--- config.mk ---
export PLATFORM = sky130hd
export DESIGN_NAME = ahb_apb_bridge
export DESIGN_NICKNAME = d
export VERILOG_FILES = /design/src/rtl/ahb_apb_pkg.sv /design/src/rtl/ahb_apb_bridge.sv
export SDC_FILE = /design/constraint.sdc
export NUM_CORES = 1
export LEC_CHECK = 0
export ABC_AREA = 1
export BUFFER_PORTS_ARGS = -buffer_cell sky130_fd_sc_hd__buf_2
export CORE_UTILIZATION = 48
export CTS_CLUSTER_DIAMETER = 200
export DETAILED_ROUTE_END_ITERATION = 10
export GPL_TIMING_DRIVEN = 0
export PLACE_DENSITY = 0.8
export SYNTH_ARGS = -nofsm -noshare
export SYNTH_HDL_FRONTEND = slang
export SYNTH_SLANG_ARGS = --single-unit
--- constraint.sdc ---
create_clock -name HCLK -period 1.8 [get_ports HCLK]
set_input_delay 0.18 -clock HCLK [delete_from_list [all_inputs] [get_ports HCLK]]
set_output_delay 0.18 -clock HCLK [all_outputs]
set_load 0.05 [all_outputs]
--- src/rtl/ahb_apb_pkg.sv ---
// Shared types and constants for the AHB-to-APB bridge.
package ahb_apb_pkg;

  typedef enum logic [2:0] {
    IDLE,
    WDATA,
    SETUP,
    ACCESS,
    DONE
  } bridge_state_t;

  localparam logic [31:0] APB_BASE  = 32'h4000D000;
  localparam logic [31:0] ERR_RDATA = 32'h0;

endpackage

--- src/rtl/ahb_apb_bridge.sv ---
// AHB slave responder that runs one APB SETUP/ACCESS sequence per
// single-beat AHB transfer, stretching HREADYOUT until the completer
// answers or the access times out. All outputs are registered.
module ahb_apb_bridge
  import ahb_apb_pkg::*;
#(
  parameter int unsigned ADDR_WIDTH = 16,
  parameter int unsigned NUM_PSEL   = 2,
  parameter int unsigned PSEL_LSB   = 8,
  parameter int unsigned TIMEOUT    = 255
) (
  input  logic                  HCLK,
  input  logic                  HRESETn,
  input  logic                  HSEL,
  input  logic [ADDR_WIDTH-1:0] HADDR,
  input  logic                  HWRITE,
  input  logic [3:0]            HBE,
  input  logic [31:0]           HWDATA,
  output logic [31:0]           HRDATA,
  output logic                  HREADYOUT,
  output logic                  HRESP,
  output logic [NUM_PSEL-1:0]   PSEL,
  output logic                  PENABLE,
  output logic                  PWRITE,
  output logic [ADDR_WIDTH-1:0] PADDR,
  output logic [3:0]            PSTRB,
  output logic [31:0]           PWDATA,
  input  logic [31:0]           PRDATA,
  input  logic                  PREADY,
  input  logic                  PSLVERR
);

  localparam int unsigned IDX_W = (NUM_PSEL > 1) ? $clog2(NUM_PSEL) : 1;
  localparam logic [7:0]  TO_LIM = 8'(TIMEOUT);
  localparam logic [ADDR_WIDTH-1:0] WORD_MASK = ~ADDR_WIDTH'(3);

  bridge_state_t state;
  logic [7:0]    cnt;

  // One-hot completer select; an index beyond NUM_PSEL decodes to all zeros.
  function automatic logic [NUM_PSEL-1:0] psel_decode(input logic [IDX_W-1:0] idx);
    logic [NUM_PSEL-1:0] dec;
    dec = '0;
    for (int unsigned i = 0; i < NUM_PSEL; i++) begin
      if (32'(idx) == i) dec[i] = 1'b1;
    end
    return dec;
  endfunction

  // Bridge sequencer: address capture, APB setup/access, completion.
  always_ff @(posedge HCLK or negedge HRESETn) begin
    if (!HRESETn) begin
      state     <= IDLE;
      cnt       <= '0;
      HRDATA    <= '0;
      HREADYOUT <= 1'b1;
      HRESP     <= 1'b0;
      PSEL      <= '0;
      PENABLE   <= 1'b0;
      PWRITE    <= 1'b0;
      PADDR     <= '0;
      PSTRB     <= '0;
      PWDATA    <= '0;
    end else begin
      case (state)
        // DONE accepts a new address phase exactly like IDLE does.
        IDLE, DONE: begin
          state     <= IDLE;
          PSEL      <= '0;
          PENABLE   <= 1'b0;
          HRESP     <= 1'b0;
          HREADYOUT <= 1'b1;
          if (HSEL) begin
            PADDR     <= HADDR & WORD_MASK;
            PWRITE    <= HWRITE;
            PSTRB     <= HWRITE ? HBE : '0;
            HREADYOUT <= 1'b0;
            if (HWRITE) begin
              state <= WDATA;
            end else begin
              state <= SETUP;
              PSEL  <= psel_decode(HADDR[PSEL_LSB +: IDX_W]);
            end
          end
        end
        WDATA: begin
          PWDATA <= HWDATA;
          PSEL   <= psel_decode(PADDR[PSEL_LSB +: IDX_W]);
          state  <= SETUP;
        end
        SETUP: begin
          cnt <= '0;
          if (|PSEL) begin
            PENABLE <= 1'b1;
            state   <= ACCESS;
          end else begin
            // No completer decoded: finish with an error, no APB cycle.
            HRESP     <= 1'b1;
            HRDATA    <= ERR_RDATA;
            HREADYOUT <= 1'b1;
            state     <= DONE;
          end
        end
        ACCESS: begin
          cnt <= cnt + 8'd1;
          if (PREADY) begin
            if (!PWRITE) HRDATA <= PRDATA;
            HRESP     <= PSLVERR;
            HREADYOUT <= 1'b1;
            PSEL      <= '0;
            PENABLE   <= 1'b0;
            state     <= DONE;
          end else if ((cnt + 8'd1) == TO_LIM) begin
            HRESP     <= 1'b1;
            HRDATA    <= ERR_RDATA;
            HREADYOUT <= 1'b1;
            PSEL      <= '0;
            PENABLE   <= 1'b0;
            state     <= DONE;
          end
        end
        default: begin
          state     <= IDLE;
          PSEL      <= '0;
          PENABLE   <= 1'b0;
          HREADYOUT <= 1'b1;
          HRESP     <= 1'b0;
        end
      endcase
    end
  end

endmodule

* After elaboration in Yosys (flattened, before gate mapping) *
Index checks and enable logic that the tools add are counted.

storage, ports and cells
  flip-flop bits (word level) = 99
  input bits = 90
  output and inout bits = 90
  word-level logic and storage cells = 65

cells by class
  add/sub/neg operators = 1
  equality and inequality tests = 9
  multiplexer cells = 33
  bitwise operators = 2
  reduce and logical (&&, ||, !) cells = 9

operators with widths
  kind                                                  number
  2-to-1 mux 32 bit                                     4
  one-hot mux 32 bit (2 select lines)                   1
  one-hot mux 8 bit (2 select lines)                    1
  2-to-1 mux 1 bit                                      12
  2-to-1 mux 2 bit                                      6
  one-hot mux 3 bit (4 select lines)                    1
  2-to-1 mux 3 bit                                      3
  adder 8 x 1 -> 8 bit (second input constant)          1
  equality test 8 bit (second input constant)           1
  one-hot mux 2 bit (4 select lines)                    1
  equality test 3 x 2 -> 1 bit (second input constant)  2
  inequality test 3 bit (second input constant)         2
  one-hot mux 1 bit (3 select lines)                    2
  AND reduction 3 bit                                   2
  2-to-1 mux 4 bit                                      1
  inequality test 2 bit (second input constant)         2
  one-hot mux 1 bit (4 select lines)                    1
  AND reduction 2 bit                                   2
  AND reduction 4 bit                                   1
  OR reduction 2 bit                                    2
  equality test 3 x 1 -> 1 bit (second input constant)  1
  equality test 3 bit (second input constant)           1
  zero test 3 bit                                       1
  inverter 1 bit                                        2
  nonzero test 2 bit                                    1

* Logic depth before layout (Yosys ltp) *
Gate-level depths: netlist of run 1.

  word-level depth = 5
  depth in mapped cells = 13
  mapped depth without buffers = 12

* Worst setup path after synthesis of run 1 *
No wires, ideal clock.

  kind = register -> register
  start point = register cnt[0]
  end point = register HRDATA[0]
  library setup time = 0.119 ns
  data arrival time = 1.548 ns
  data required time = 1.681 ns
  setup slack = 0.133 ns
  stages on the path, launching flop included = 12
  buffers on the path = 1
  cell sequence = dfrtp_1 -> ha_1 -> nand3_1 -> o21ai_0 -> nand2_1 -> nor2_1 -> nand2_1 -> nand2_2 -> nand2_2 -> buf_6 -> nand2_1 -> nand2_1

on the way
  cells in the longest elaborated chain, start to end = 4

RTL lines
  item                                    RTL line               source
  start, declared                         ahb_apb_bridge.sv:38   logic [7:0] cnt;
  start signal, assigned                  ahb_apb_bridge.sv:105  cnt <= cnt + 8'd1;
  adder 8 x 1 -> 8 bit                    ahb_apb_bridge.sv:113  end else if ((cnt + 8'd1) == TO_LIM) begin
  equality test 8 bit                     ahb_apb_bridge.sv:113
  inequality test 3 bit (no source line)  --
  AND reduction 4 bit (no source line)    --
  end signal, assigned                    ahb_apb_bridge.sv:99   HRDATA <= ERR_RDATA;
  end signal, assigned                    ahb_apb_bridge.sv:107  if (!PWRITE) HRDATA <= PRDATA;
  end signal, assigned                    ahb_apb_bridge.sv:115  HRDATA <= ERR_RDATA;
  end, declared                           ahb_apb_bridge.sv:19   output logic [31:0] HRDATA,

No other way between the ends.
A chain may end at the register's enable or synchronous reset.

* Worst setup path after layout of run 1 *
  start point = register cnt[1]
  end point = register HRDATA[9]

The elaborated chain is that of the path after synthesis.

==> results of run 1 <==
==> power breakdown <==
group | total (W) | internal [W] | leakage [nW] | switching, W
sequential | 0.00346 | 0.00299 | 1.29 | 0.000471
clock | 0.00149 | 0.000697 | 0.108 | 0.000790
combinational | 0.00582 | 0.00146 | 2.05 | 0.00436
total | 0.0108 | 0.00514 | 3.45 | 0.00562
==> cells by family after synthesis <==
family,share of synthesized area [%]
and+or+nand+nor,34.7
DFF,56.7
buffers and inverters,5.30
AOI/OAI and AO/OA,2.46
adders and majority gates,0.573
xor gates and xnor gates,0.200
other,0.0858
==> Yosys cell counts <==
master      n  share of area [%]
nand2_1   284                 24
dfrtp_1    98                 56
nor2_1     48                4.1
nand3_1    41                4.7
clkbuf_1   17                1.5
inv_1      15                1.3
o21ai_0    10                1.1
buf_4       5               0.86
buf_6       5                1.3
o22ai_1     5               0.72
nand2_2     3               0.43
a21oi_1     2               0.23
buf_2       2               0.23
ha_1        2               0.57
inv_2       2               0.17
nor3_2      2               0.46
a21oi_4     1               0.37
conb_1      1              0.086
dfstp_2     1               0.60
nor2_2      1               0.14
nor2_4      1               0.26
or2_2       1               0.14
xor2_1      1               0.20
==> area by class of cell <==
class	instances	share of cell area [%]
Sequential cell	99	41.5
Multi-Input combinational cell	404	29.7
Timing Repair Buffer	198	18.8
Buffer	29	3.16
Clock buffer	10	2.30
Tap cell	108	2.26
Clock inverter	6	1.17
Inverter	17	1.07
==> metal layers <==
layer	vias up	track usage, %	part of all wire, %
met5	-	0	0
met4	0	6.90	1.1
met3	10	5.25	7.0
met2	166	39.6	49
met1	1976	29.8	43
li1	2102	-	-
==> worst paths after layout <==
check | start | end | cells past startpoint
worst max register to register | cnt[1] | HRDATA[9] | 12
worst max-delay path | cnt[1] | HRDATA[9] | 12
min in group asynchronous | HRESETn | HRDATA[7] | 2
max in group asynchronous | HRESETn | HREADYOUT | 3
worst min-delay path | HWDATA[28] | PWDATA[28] | 3
worst min register to register | HREADYOUT | HREADYOUT | 2
==> registers in the layout, indices dropped and copies added, names as in the netlist <==
register,flops
HRESP,1
state,3
PWRITE,1
PADDR,14
PSEL,2
HRDATA,32
PENABLE,1
cnt,8
PSTRB,4
HREADYOUT,1
PWDATA,32
==> repair_timing <==
item	in CTS	in global routing
gates cloned	0	2
buffers inserted	4	8
endpoints found under the hold margin	36	0
gates resized for setup	3	40
hold buffers	9	0
pin swaps	1	13
endpoints found under the setup margin	66	76
==> worst max-delay path: cells and delay by family (launching register included) <==
family                 cells  cell delay, ps
AND/OR/NAND/NOR            9             770
buffers and inverters      3             470
flip-flops                 1             420
==> metrics by stage <==
step / TNS, ps / instance area, µm² / utilization [%] / power (W) / worst slack [ps]
finish: 0 / 5980 / 68.2 / 0.0108 / 33.6
global route: -2000 / 5980 / 68.2 / 0.0114 / -72.4
CTS: 0 / 5740 / 65.5 / 0.0106 / 8.59
detailed placement: -4080 / 5410 / 61.7 / 0.00899 / -118
global placement: -42160 / 5380 / 61.4 / 0.00885 / -430
floorplan: 0 / 4370 / - / 0.00757 / 133
==> placed cells by master (no fill, tap or decap), drive strengths merged, types with 5 or more instances in the layout <==
| cell type | count |
|---|---|
| buf | 199 |
| clkbuf | 29 |
| dfrtp | 98 |
| dlygate4sd3 | 9 |
| inv | 20 |
| nand2 | 287 |
| nand3 | 41 |
| nor2 | 50 |
| o21ai | 10 |
| o22ai | 5 |
==> flow_metrics.env, run 1 <==
export IMPL_cts_buffers=9
export IMPL_num_vias=4254
export IMPL_avgSynthCellArea_um2=7.97
export IMPL_drive_above_1_share_pct=32.8
export IMPL_first_pass_iters=4
export IMPL_routed_via_density=4.88
export IMPL_r2r_slack_ps=30
export IMPL_fp_dieH_um=97.4
export IMPL_rsz0062_at_grt="true"
export IMPL_peakVddDrop_uv=1360
export IMPL_min_period_ps=1770
export IMPL_setup_viol=0
export IMPL_skew_ps=14.6
export IMPL_fill_cells=684
export IMPL_rows=34
export IMPL_grt_start_max_net_pins=72
export IMPL_dp_cells=832
export IMPL_ios=180
export IMPL_totalWireLength_mm=11.2
export IMPL_cp_required_ps=2050
export IMPL_post_route_drc_count=0
export IMPL_clockBufferDepth=2
export IMPL_ant_nets=0
export IMPL_synth_area_um2=4370
export IMPL_clock_sinks=99
export IMPL_htree_levels=3
export IMPL_synth_warnings=0
export IMPL_synthCells=548
export IMPL_finalHoldViolCount=0
export IMPL_port_buffers=174
export IMPL_floorplan_die_area_um2=9490
export IMPL_grt_use_total_pct=23.3
export IMPL_root_buffer="clkbuf_8"
export IMPL_synth_distinct_cells=23
export IMPL_status="finished, final reports clean"
export IMPL_area_growth_pct=36.9
export IMPL_routabilityCongestion=0.798
export IMPL_insertion_delay_ps=360
export IMPL_crit_chain="buf_6, nand2_4, nor2_4, nand3_1, nand2_2, nor2_2, nand2_2, nand2_4, buf_8, clkbuf_16, nand3_1, nand2_1"
export IMPL_grt_pass1_vias=4045
export IMPL_overflow=0
export IMPL_cts_tree="done"
export IMPL_final_nets=850
export IMPL_ys_seq_elements=99
export IMPL_grt_first_pass_wirelength_mm=18.1
export IMPL_crit_path_max_fanout=8
export IMPL_slowest_stage="dfrtp_1"
export IMPL_drv_slew=0
export IMPL_start_util_pct=49.9
export IMPL_hold_path_class="input pin to flip-flop"
export IMPL_yosysSeqAreaShare_pct=56.7
export IMPL_finish_cell_count_without_fillers=871
export IMPL_power_leakage_nw=3.45
export IMPL_dieWidth_um=97.4
export IMPL_antenna_found_initial=0
export IMPL_dp_hpwl_mm=7.69
export IMPL_ff_latch_area_um2=2480
export IMPL_startpoint_type="flip-flop"
export IMPL_endpoint_kind="flip-flop"
export IMPL_finalCritPeriodShare_pct=98.1
export IMPL_powerDensity_nw_per_um2=1800
export IMPL_path_clk_slew_ps=100
export IMPL_drt_initial_drc_count=196
export IMPL_core_area_um2=8760
export IMPL_slowest_delay_ps=420
export IMPL_cap_violations=0
export IMPL_critPathArrivalTime_ps=2020
export IMPL_timing_fmax_mhz=566
export IMPL_critPathKind="flip-flop to flip-flop"
export IMPL_antenna_cells=0
export IMPL_timing_hold_ws_ps=21.7
export IMPL_wire_per_inst_um=12.8
export IMPL_multi_input_area_um2=1780
No activity file was read; power rests on OpenSTA's default activity.
==> inputs of run 2 (changes only) <==
--- a/config.mk
+++ b/config.mk
@@ -7,11 +7,12 @@
 export LEC_CHECK = 0
 export ABC_AREA = 1
 export BUFFER_PORTS_ARGS = -buffer_cell sky130_fd_sc_hd__buf_2
+export CAP_MARGIN = 30
 export CORE_UTILIZATION = 48
 export CTS_CLUSTER_DIAMETER = 200
 export DETAILED_ROUTE_END_ITERATION = 10
 export GPL_TIMING_DRIVEN = 0
-export PLACE_DENSITY = 0.8
+export PLACE_DENSITY = 0.88
 export SYNTH_ARGS = -nofsm -noshare
 export SYNTH_HDL_FRONTEND = slang
 export SYNTH_SLANG_ARGS = --single-unit
==> run 2 against run 1 <==
  * The run now ends with setup timing left
  * Sequential power hardly changed
  * Highest routed layer unchanged
  * Core utilization is 1.4 points higher
  * Sequential share of layout area is 0.86 points lower
  * Clock-buffer cell count is 1 higher
  * Routed wire length is 8.5% higher
  * Critical endpoint is now HRDATA[7]
  * Clock skew hardly changed
  * Via count is 2.2% higher
  * Critical path depth is 1 higher
  * Largest power group unchanged
  * Cell count is 1.0% lower
  * Worst hold slack worse by 14 ps
  * Total power is 3.2% higher
  * Worst setup slack worse by 120 ps
==> flow_metrics.env, run 2 (same netlist as run 1, synthesis figures left out) <==
export IMPL_status="finished with violations"
export IMPL_violations="setup timing"
export IMPL_min_period_ps=1890
export IMPL_timing_rr_end="HRDATA[7]"
export IMPL_drive_above_1_share_pct=37.9
export IMPL_top_regs="HRDATA: 32 flops, PWDATA: 32 flops, PADDR: 14 flops"
export IMPL_floorplan_die_area_um2=9490
export IMPL_rows=34
export IMPL_slowest_delay_ps=420
export IMPL_cp_required_ps=2100
export IMPL_slowest_stage="dfrtp_1"
export IMPL_finalCritPeriodShare_pct=105
export IMPL_timing_fmax_mhz=529
export IMPL_grt_use_total_pct=24.8
export IMPL_hold_path_class="input pin to flip-flop"
export IMPL_dieWidth_um=97.4
export IMPL_powerDensity_nw_per_um2=1820
export IMPL_first_pass_iters=4
export IMPL_crit_buf_inv=3
export IMPL_htree_levels=3
export IMPL_path_clk_slew_ps=100
export IMPL_endpoint_kind="flip-flop"
export IMPL_cp_depth=13
export IMPL_final_cell_mix="nand2_1 (248), buf_2 (173), dfrtp_1 (96)"
export IMPL_grt_start_max_net_pins=51
export IMPL_drv_slew=0
export IMPL_worst_pin_slew_ps=671
export IMPL_ant_nets=0
export IMPL_antenna_cells=0
export IMPL_crit_end="HRDATA[7]"
export IMPL_setup_tns_ps=-1540
export IMPL_final_nets=842
export IMPL_switching_share_pct=52.6
export IMPL_intPower_w=0.00527
export IMPL_setup_viol=35
export IMPL_cts_tree="done"
export IMPL_finalHoldViolCount=0
export IMPL_insertion_delay_ps=370
export IMPL_num_vias=4347
export IMPL_routabilityCongestion=0.841
export IMPL_hp_start="HWDATA[19]"
export IMPL_critPathArrivalTime_ps=2190
export IMPL_core_area_um2=8760
export IMPL_pwr_share_comb_pct=55.9
export IMPL_critPathTopFamily="simple AND/OR/NAND/NOR gates"
export IMPL_antenna_found_initial=0
export IMPL_rsz0062_at_grt="true"
export IMPL_port_buffers=174
export IMPL_area_growth_pct=39.7
export IMPL_final_common_cell="nand2_1"
export IMPL_startpoint_type="flip-flop"
export IMPL_skew_ps=14.8
export IMPL_worst_path_most_repeated_cell="nand2_2"
export IMPL_post_route_drc_count=0
export IMPL_clock_sinks=99
export IMPL_setup_slack_ps=-90.5
export IMPL_fp_dieH_um=97.4
export IMPL_clkPwrFrac_pct=12.7
export IMPL_dp_hpwl_mm=8.18
export IMPL_root_buffer="clkbuf_8"
export IMPL_ff_latch_area_um2=2480
export IMPL_maxSlewHeadroom_pct=55.3
export IMPL_start_util_pct=49.9
export IMPL_drt_initial_drc_count=124
export IMPL_critPathKind="flip-flop to flip-flop"
export IMPL_r2r_slack_ps=-90
export IMPL_cap_violations=0
export IMPL_wire_per_inst_um=14.0
export IMPL_routed_via_density=5.04
export IMPL_grt_first_pass_wirelength_mm=19.0
export IMPL_rr_worst_depth=13
export IMPL_overflow=0
export IMPL_crit_path_max_fanout=8
export IMPL_crit_chain="buf_6, nand2_4, nor2_4, nand2_1, nand2_1, nand2_2, nor2_2, nand2_2, nand2_4, buf_12, buf_8, nand3_2, nand2_2"
export IMPL_p_total_w=0.0111
export IMPL_peakVddDrop_uv=1220
export IMPL_dp_cells=832
export IMPL_grt_pass1_vias=4214
export IMPL_power_frac_seq_pct=31.4
export IMPL_setup_worst_path_start="cnt[1]"
export IMPL_fill_cells=678
export IMPL_totalWireLength_mm=12.1
export IMPL_ios=180
export IMPL_power_net_switching_w=0.00584
export IMPL_dp_slack_ps=-182
export IMPL_power_leakage_nw=3.43
export IMPL_cts_buffers=9
export IMPL_clockBufferDepth=2
export IMPL_multi_input_area_um2=1940
export IMPL_timing_rr_start="cnt[1]"
export IMPL_finish_cell_count_without_fillers=862
## run 2: changes by cell type in the layout (fill, tap and decap cells not counted), moves of 3 or more
cell / before / now
buf_4: 16 / 9
nand3_2: 5 / 15
nand2_2: 7 / 32
clkinvlp_4: 0 / 3
nand3_1: 36 / 25
dlygate4sd3_1: 9 / 4
nand2_1: 277 / 248
nand2_4: 2 / 6
## run 2: routing by layer
metal | vias to the layer above | track usage (%) | wire (µm)
met5 | - | 0 | 0
met4 | 0 | 9.50 | 313
met3 | 27 | 6.04 | 849
met2 | 182 | 42.9 | 6110
met1 | 2058 | 29.9 | 4820
li1 | 2080 | - | -
## run 2: what timing repair did
item	CTS	global route
setup endpoints to repair	46	79
endpoints found under the hold margin	51	0
pin swaps	3	26
cloned	1	3
buffers inserted	7	1
hold buffers	4	0
gates resized for setup	10	90
## run 2: how the worst min path moves through the flow
stage	slack (ps)	end	depth (start not counted)
after floorplan	-120	HRDATA[0]	0
after global placement	380	PADDR[2]	3
after detailed placement	250	HRDATA[6]	1
after CTS	0.2	PADDR[6]	3
after global routing	7	PWDATA[19]	3
final	8	PWDATA[19]	3
## run 2: per-stage QoR
step	util (%)	hold WS (ps)	cell area, µm²
5_1_grt	69.7	6.97	6110
4_1_cts	65.4	0.195	5730
6_report	69.7	8.03	6110
2_1_floorplan	-	-116	4370
3_5_place_dp	61.7	253	5410
3_3_place_gp	61.4	376	5380
## run 2: power groups by stage
stage | logic, W | clock network, W | registers [W]
after floorplan | 0.00165 | 0 | 0.00592
after global placement | 0.00540 | 0 | 0.00344
after detailed placement | 0.00555 | 0 | 0.00348
after CTS | 0.00567 | 0.00143 | 0.00345
after global routing | 0.00661 | 0.00151 | 0.00358
final | 0.00621 | 0.00141 | 0.00349
## run 2: worst reg2reg max path: cells and delay by family, from the launching register on
kind	cells	cell delay, ps
buffers and inverters	3	440
DFF	1	420
and+or+nand+nor	10	980
## run 2: layout make-up
| class | count | share of cell area [%] |
|---|---|---|
| Buffer | 29 | 3.30 |
| Clock buffer | 11 | 2.15 |
| Clock inverter | 4 | 0.861 |
| Inverter | 17 | 1.13 |
| Multi-Input combinational cell | 404 | 31.8 |
| Sequential cell | 99 | 40.6 |
| Tap cell | 108 | 2.21 |
| Timing Repair Buffer | 190 | 17.9 |
